[config.mk]
export PLATFORM = sky130hd
export DESIGN_NAME = mem_stage
export DESIGN_NICKNAME = d
export VERILOG_FILES = /design/src/rtl/mem_stage.sv
export SDC_FILE = /design/constraint.sdc
export NUM_CORES = 1
export LEC_CHECK = 0
export ABC_AREA = 1
export CORE_ASPECT_RATIO = 1.5
export CORE_MARGIN = 2
export CORE_UTILIZATION = 42
export CTS_CLUSTER_DIAMETER = 150
export DETAILED_ROUTE_END_ITERATION = 10
export GPL_ROUTABILITY_DRIVEN = 0
export PLACE_DENSITY = 0.8
export SLEW_MARGIN = 20
export SYNTH_ARGS = -nofsm -noshare
export SYNTH_HDL_FRONTEND = slang
export SYNTH_SLANG_ARGS = --single-unit
[constraint.sdc]
create_clock -name clk -period 2.1 [get_ports clk]
set_clock_uncertainty 0.1 [all_clocks]
set_input_delay 0.42 -clock clk [delete_from_list [all_inputs] [get_ports clk]]
set_output_delay 0.42 -clock clk [all_outputs]
set_load 0.05 [all_outputs]
[src/rtl/mem_stage.sv]
// mem_stage: memory-access stage between EX/MEM and MEM/WB.
// Launches loads/stores on a req/ack data bus, stalls the pipeline while an
// access is outstanding, formats store lanes, extracts/extends load data,
// selects the write-back value, and aborts accesses that never get an ack.
//
// Handshake: dmem_req rises on the edge after an aligned access is seen in
// IDLE and the bus fields are held stable while it is high. The cycle in
// which dmem_ack is high completes the access: dmem_rdata is consumed in that
// same cycle and dmem_req falls on the following edge. An ack seen while no
// access is outstanding is ignored.
module mem_stage #(
    parameter int TIMEOUT_CYCLES = 255
) (
    input  logic        clk,
    input  logic        rst_n,
    input  logic        mem_reg_write,
    input  logic        mem_mem_write,
    input  logic        mem_mem_read,
    input  logic [1:0]  mem_mem_size,
    input  logic        mem_load_unsigned,
    input  logic [1:0]  mem_result_src,
    input  logic [31:0] mem_alu_result,
    input  logic [31:0] mem_rs2_data,
    input  logic [4:0]  mem_rd_addr,
    input  logic [31:0] mem_pc_plus4,
    input  logic        dmem_ack,
    input  logic [31:0] dmem_rdata,
    output logic        dmem_req,
    output logic        dmem_we,
    output logic [31:0] dmem_addr,
    output logic [3:0]  dmem_be,
    output logic [31:0] dmem_wdata,
    output logic        wb_reg_write,
    output logic [4:0]  wb_rd_addr,
    output logic [31:0] wb_result,
    output logic        stall,
    output logic        misalign_exc,
    output logic        bus_timeout,
    output logic        dbg_state
);

    typedef enum logic {
        IDLE = 1'b0,
        BUSY = 1'b1
    } state_t;

    // Counter value of the last BUSY cycle before an unanswered access aborts.
    localparam logic [15:0] TIMEOUT_LAST = 16'(TIMEOUT_CYCLES - 1);

    state_t      state_q, state_d;
    logic [15:0] cnt_q, cnt_d;
    logic        req_q, req_d;
    logic        we_q, we_d;
    logic [31:0] addr_q, addr_d;
    logic [3:0]  be_q, be_d;
    logic [31:0] wdata_q, wdata_d;

    logic        access;
    logic        misaligned;
    logic        aligned_access;
    logic [3:0]  be_fmt;
    logic [31:0] wdata_fmt;
    logic [7:0]  byte_lane;
    logic [15:0] half_lane;
    logic [31:0] load_ext;
    logic        ack_hit;
    logic        timeout_hit;

    // Access decode, store lane formatting and load lane extraction.
    // The EX/MEM inputs are held by stall, so they stay valid through BUSY.
    always_comb begin
        access     = mem_mem_read | mem_mem_write;
        misaligned = ((mem_mem_size == 2'b01) && mem_alu_result[0])
                   || ((mem_mem_size == 2'b10) && (mem_alu_result[1:0] != 2'b00))
                   || (mem_mem_size == 2'b11);
        aligned_access = access & ~misaligned;

        be_fmt    = 4'b1111;
        wdata_fmt = mem_rs2_data;
        case (mem_mem_size)
            2'b00: begin
                be_fmt    = 4'b0001 << mem_alu_result[1:0];
                wdata_fmt = {4{mem_rs2_data[7:0]}};
            end
            2'b01: begin
                be_fmt    = 4'b0011 << {mem_alu_result[1], 1'b0};
                wdata_fmt = {2{mem_rs2_data[15:0]}};
            end
            default: begin
                be_fmt    = 4'b1111;
                wdata_fmt = mem_rs2_data;
            end
        endcase

        byte_lane = dmem_rdata[7:0];
        case (mem_alu_result[1:0])
            2'b00:   byte_lane = dmem_rdata[7:0];
            2'b01:   byte_lane = dmem_rdata[15:8];
            2'b10:   byte_lane = dmem_rdata[23:16];
            default: byte_lane = dmem_rdata[31:24];
        endcase
        half_lane = mem_alu_result[1] ? dmem_rdata[31:16] : dmem_rdata[15:0];

        case (mem_mem_size)
            2'b00:   load_ext = mem_load_unsigned ? {24'd0, byte_lane}
                                                  : {{24{byte_lane[7]}}, byte_lane};
            2'b01:   load_ext = mem_load_unsigned ? {16'd0, half_lane}
                                                  : {{16{half_lane[15]}}, half_lane};
            default: load_ext = dmem_rdata;
        endcase

        ack_hit     = (state_q == BUSY) && dmem_ack;
        timeout_hit = (state_q == BUSY) && !dmem_ack && (cnt_q == TIMEOUT_LAST);
    end

    // Next-state logic for the access FSM and its registered bus fields.
    always_comb begin
        state_d = state_q;
        cnt_d   = cnt_q;
        req_d   = req_q;
        we_d    = we_q;
        addr_d  = addr_q;
        be_d    = be_q;
        wdata_d = wdata_q;
        case (state_q)
            IDLE: begin
                if (aligned_access) begin
                    state_d = BUSY;
                    cnt_d   = 16'd0;
                    req_d   = 1'b1;
                    we_d    = mem_mem_write;
                    addr_d  = {mem_alu_result[31:2], 2'b00};
                    be_d    = be_fmt;
                    wdata_d = wdata_fmt;
                end
            end
            BUSY: begin
                if (ack_hit || timeout_hit) begin
                    state_d = IDLE;
                    req_d   = 1'b0;
                end else begin
                    cnt_d = cnt_q + 16'd1;
                end
            end
            default: begin
                state_d = IDLE;
                req_d   = 1'b0;
            end
        endcase
    end

    // State and bus registers; reset drops the request immediately.
    always_ff @(posedge clk or negedge rst_n) begin
        if (!rst_n) begin
            state_q <= IDLE;
            cnt_q   <= 16'd0;
            req_q   <= 1'b0;
            we_q    <= 1'b0;
            addr_q  <= 32'd0;
            be_q    <= 4'd0;
            wdata_q <= 32'd0;
        end else begin
            state_q <= state_d;
            cnt_q   <= cnt_d;
            req_q   <= req_d;
            we_q    <= we_d;
            addr_q  <= addr_d;
            be_q    <= be_d;
            wdata_q <= wdata_d;
        end
    end

    // Pipeline-facing outputs: stall, exception flags and write-back select.
    always_comb begin
        if (state_q == IDLE) begin
            stall = rst_n & aligned_access;
        end else begin
            stall = ~(dmem_ack | timeout_hit);
        end
        misalign_exc = rst_n && (state_q == IDLE) && access && misaligned;
        bus_timeout  = timeout_hit;
        wb_reg_write = mem_reg_write & ~misalign_exc & ~timeout_hit;
        wb_rd_addr   = mem_rd_addr;
        case (mem_result_src)
            2'b01:   wb_result = (ack_hit && !we_q) ? load_ext : 32'd0;
            2'b10:   wb_result = mem_pc_plus4;
            default: wb_result = mem_alu_result;
        endcase
    end

    assign dmem_req   = req_q;
    assign dmem_we    = we_q;
    assign dmem_addr  = addr_q;
    assign dmem_be    = be_q;
    assign dmem_wdata = wdata_q;
    assign dbg_state  = state_q;

endmodule
Word-level counts from Yosys, hierarchy flattened
Cells that the tools add are included.

Add/sub/neg operators: 1. $mul: 0. Divide/modulo/power cells: 0. Order comparisons: 0. Eq/ne operators: 11. Shifts and indexed selects: 2. Multiplexer cells: 19. Bitwise logic cells: 11. Reduce and logical (&&, ||, !) cells: 20.

Operators with widths (number): case mux 32 bit (2 select lines) (3); 2-to-1 mux 32 bit (3); 2-to-1 mux 16 bit (3); case mux 16 bit (2 select lines) (1); case mux 8 bit (3 select lines) (1); adder 16 x 1 -> 16 bit (second input constant) (1); equality test 16 x 8 -> 1 bit (second input constant) (1); logical AND 1 bit (9); equality test 2 bit (second input constant) (4); case mux 4 bit (2 select lines) (1); equality test 2 x 1 -> 1 bit (second input constant) (3); AND reduction 2 bit (3); 2-to-1 mux 1 bit (5); NOT 1 bit (5); AND 1 bit (4); logical NOT 2 bit (2); != test 2 bit (second input constant) (2); case mux 1 bit (2 select lines) (2); left shift 1 x 2 -> 4 bit (first input constant) (1); left shift 2 x 2 -> 4 bit (first input constant) (1); logical OR 1 bit (3); logical NOT 1 bit (2); != test 2 x 1 -> 1 bit (second input constant) (1); bitwise OR 1 bit (2); nonzero test 2 bit (1).

Register bits: 85. Bits in latches: 0. Bits in writable memories: 0. Bits in read-only memories: 0. Input port bits: 144. Output and inout port bits: 112. Logic and storage cells: 71. Memories: 0.

Logic depth before layout (Yosys ltp)
Gate-level depths: netlist (run 1).

Word-level depth: 8. Depth in mapped cells: 11. Mapped depth without buffers: 10.

Worst setup path before layout (run 1)
OpenSTA, ideal clock, no wires.

Path kind: reg2out. Start: register state_q (netlist: dbg_state). End: output wb_result[30]. Data arrival time: 2.156 ns. Required time: 1.580 ns. Path slack: -0.576 ns. Cell stages (with the launch flop): 8. Path buffers: 1. Cells stage by stage: dfrtp_1 > nand2_1 > nor2_1 > nand2_1 > clkbuf_1 > a21oi_1 > nand2_1 > a21oi_1.

Word-level cells in the longest chain between the ends: 4.

RTL lines: start: declaration (line 50) `state_t state_q, state_d;`; start signal: assignment (line 163) `state_q <= state_d;`; logical AND 1 bit (line 112) `ack_hit = (state_q == BUSY) && dmem_ack;`; logical AND 1 bit (line 185) `2'b01: wb_result = (ack_hit && !we_q) ? load_ext : 32'd0;`; 2-to-1 mux 32 bit (line 185); case mux 32 bit (2 select lines) (line 184) `case (mem_result_src)`; end: declaration (line 35) `output logic [31:0] wb_result,`.

No other way between the ends.

Worst setup path after layout (run 1)
Start: register state_q (netlist: dbg_state). End: output wb_result[14].

The elaborated chain is that of the path after synthesis.

==> flow_summary.yaml, run 1 <==
timing:
  finalHoldViolations: 0
  drv_slew: 0
  setup_viol: 37
  clock.fmax_mhz: 413.5
  layout_setup_ws_ns: -0.3186
  slew_headroom_pct: 58.65
  min_period_ns: 2.419
  tightest_slew_ns: 0.6202
  hold_slack_ns: 0.04783
  layout_worst_path_cycle_share_pct: 115.2
  grt_setup_unrepaired: "yes"
global_route:
  grt_pass1_vias: 7001
  grt_max_degree: 48
  grt_overflow: 0
  track_usage_pct: 34.32
  antenna_found_initial: 2
  grt_pass1_wl_um: 36020
floorplanning:
  core_um2: 12510
  dieArea_um2: 13770
  row_count: 50
  die-height_um: 142.7
  initial_core_util_pct: 43.05
  ios: 256
  die_x_um: 96.47
worst_setup_path:
  cp.required_ns: 1.58
  worst-path-stages: 9
  r2r_start: "dbg_state"
  rr_worst_depth: 13
  cp_top_family: "buffers and inverters"
  crit_fanout: 5
  r2r-end: "dmem_req"
  endpoint_kind: "primary output"
  critPathArrivalTime_ns: 1.90
  worst-setup-path-type: "reg -> out"
  cp_slowest_stage_delay_ns: 0.40
  critical_path.cell_chain: "nand2_4 > nor2_4 > nand2_4 > buf_12 > buf_4 > a21oi_4 > nand2_2 > a21oi_4 > buf_6"
  critical-path-slowest-cell: "dfrtp_2"
  rrSetupSlack_ns: -0.23
  critPathLaunch: "dbg_state"
  start_kind: "flip-flop"
  path_buf_inv: 3
synth:
  synth_simple_gate_area_share_pct: 36.45
  post-synth-top-count-cell: "nand2_1"
  synthTopCellsByArea: "dfrtp_1, nand2_1, a21oi_1, nor2_1, nand3_1"
  syn_inst: 809
  yosysWarnings: 0
  synth_edf_count: 0
  synthMuxAreaShare_pct: 0
  syn_area_per_cell_um2: 6.658
  synth_compound_area_share_pct: 13.96
  syn_area_um2: 5386
  synth_area_leader_cell: "dfrtp_1"
  synth_top_family_by_area: "simple AND/OR/NAND/NOR gates"
  synth_commonest_cells: "nand2_1, nor2_1, a21oi_1"
  yosysTopAreaCellShare_pct: 39.49
  async_flop_share_pct: 100.0
  synth_top_flop_cell: "dfrtp_1"
  synthXorXnorAreaFrac_pct: 0.8130
  ys_seq_elements: 85
  seq_area_frac_synth_pct: 39.49
  synth_cell_types: 32
  yosys.area_share.adder_pct: 0.9292
clocking:
  tritoncts: "yes"
  numCtsBuffers: 9
  clk_latency_ns: 0.35
  cts.sinks: 85
  ctsLongestPathBuffers: 2
  cts_root_buf: "clkbuf_16"
  htreeDepth: 3
  holdBufCountCts: 0
  cts.clk_slew.worst_paths_ns: 0.07
placement:
  post-place-ws_ns: -0.6468
  port_buffers: 243
  dpl.hpwl_um: 15480
power:
  power_frac_comb_pct: 53.3
  p_sw_share_pct: 44.93
  switchingPower_mw: 3.836
  clock_power_share_pct: 20.5
  leakagePower_nw: 4.589
  ir_drop_v: 0.0006140
  p_int_mw: 4.702
  p_per_area_nw_per_um2: 833.0
  sequentialPowerShare_pct: 26.2
run_status:
  violations: "negative setup slack"
  status: "finished with violations"
hold_path:
  hp-class: "in -> async"
finish:
  syn2layout_area_growth_pct: 90.29
  nFillCells: 730
  final_util_pct: 81.92
  layout.nets: 1265
  drive_gt1_share_pct: 34.70
routing:
  num_vias: 7202
  viasPerCell: 5.627
  first_iter_violations: 670
  drc: 0
  routedWlPerCell_um: 19.70
  final_antenna_net_count: 0
  drtPass1Iterations: 6
  routed_wl_um: 25220
flow_run:
  cap_violations: 0
## flip-flops by register name (all words and copies together), names as in the netlist
register    cells
cnt_q          16
dbg_state       1
dmem_addr      30
dmem_be         4
dmem_req        1
dmem_wdata     32
dmem_we         1
## worst max-delay path by stage
| stage | slack [ns] | to |
|---|---|---|
| after CTS | -0.25 | wb_result[27] |
| after global placement | -0.63 | wb_result[12] |
| final | -0.32 | wb_result[14] |
| after global routing | -0.34 | wb_result[14] |
| after floorplan | -0.06 | wb_result[21] |
| after detailed placement | -0.65 | wb_result[12] |
## worst register-to-register path, delay by kind of cell (launching register included)
family / cells / cell delay (ns)
buffers and inverters: 9 / 1.20
DFF: 1 / 0.40
and+or+nand+nor: 4 / 0.51
## timing repair
action,CTS,global route
buffers inserted,24,9
endpoints found under the setup margin,36,37
gates resized for setup,283,41
pin swaps,86,19
cloned,7,0
## area by class of cell
| class | instances | area (µm²) | area share (%) |
|---|---|---|---|
| Antenna cell | 3 | 7.507 | 0.07324 |
| Clock inverter | 6 | 93.84 | 0.9155 |
| Timing Repair Buffer | 343 | 3472 | 33.87 |
| Clock buffer | 9 | 225.2 | 2.197 |
| Tap cell | 156 | 195.2 | 1.904 |
| Sequential cell | 85 | 2131 | 20.79 |
| Inverter | 42 | 180.2 | 1.758 |
| Multi-Input combinational cell | 636 | 3945 | 38.49 |
## power by group through the flow
stage | Clock [mW] | Sequential, mW | Combinational [mW]
CTS | 1.76 | 2.23 | 4.41
global route | 1.83 | 2.27 | 4.74
global placement | 0 | 2.24 | 4.01
finish | 1.75 | 2.23 | 4.55
floorplan | 0 | 3.51 | 1.28
detailed placement | 0 | 2.24 | 4.05
## kinds of logic (layout without fill, tap and decap cells)
family | Yosys count | in the layout
compound gates | 146 | 146
other cells | 1 | 5
flops | 85 | 85
xor+xnor | 5 | 5
simple gates | 478 | 479
buf+inv | 90 | 400
fa+ha+maj | 4 | 4
## layout by cell type, fill, tap and decap left out, types with 5 or more instances in the layout
cell,synthesis,layout
o21ai_1,19,19
dlygate4sd2_1,0,14
clkdlybuf4s50_1,0,174
buf_8,0,13
nand2_1,297,251
buf_4,14,88
a21oi_1,95,24
nand2_2,6,31
o21ai_0,15,13
dfrtp_1,85,82
a21oi_4,0,44
buf_12,0,12
inv_2,4,23
nand3_4,2,5
nor2_1,112,79
clkbuf_16,0,9
inv_1,37,15
nand3_2,0,11
nand3_1,42,29
nand2_4,1,21
nor2_4,2,15
buf_6,6,33
a21oi_2,0,27
a31oi_1,10,10
xor2_1,5,5
nor2_2,0,20
## metrics by stage
| stage | cells | power (mW) | area (µm²) | TNS, ns |
|---|---|---|---|---|
| after global placement | 1224 | 6.252 | 8573 | -27.17 |
| after CTS | 1269 | 8.398 | 10050 | -5.222 |
| after detailed placement | 1224 | 6.291 | 8573 | -29.94 |
| after global routing | 1278 | 8.852 | 10240 | -9.457 |
| final | 1280 | 8.538 | 10250 | -7.783 |
| after floorplan | 810 | 4.790 | 5778 | -1.244 |
## per-layer routing
metal / track usage [%] / wire length (µm)
met5: 0 / 0
met4: 18.68 / 1592
met3: 6.860 / 2219
met2: 58.63 / 12610
met1: 39.48 / 8796
(Power assumes the default switching activity.)
==> run 2, diff against run 1 <==
Settings changed: SLEW_MARGIN 20 to 10.
==> results of run 2 <==
Same layout as run 1: the final DEF is identical, and so are final timing and power.
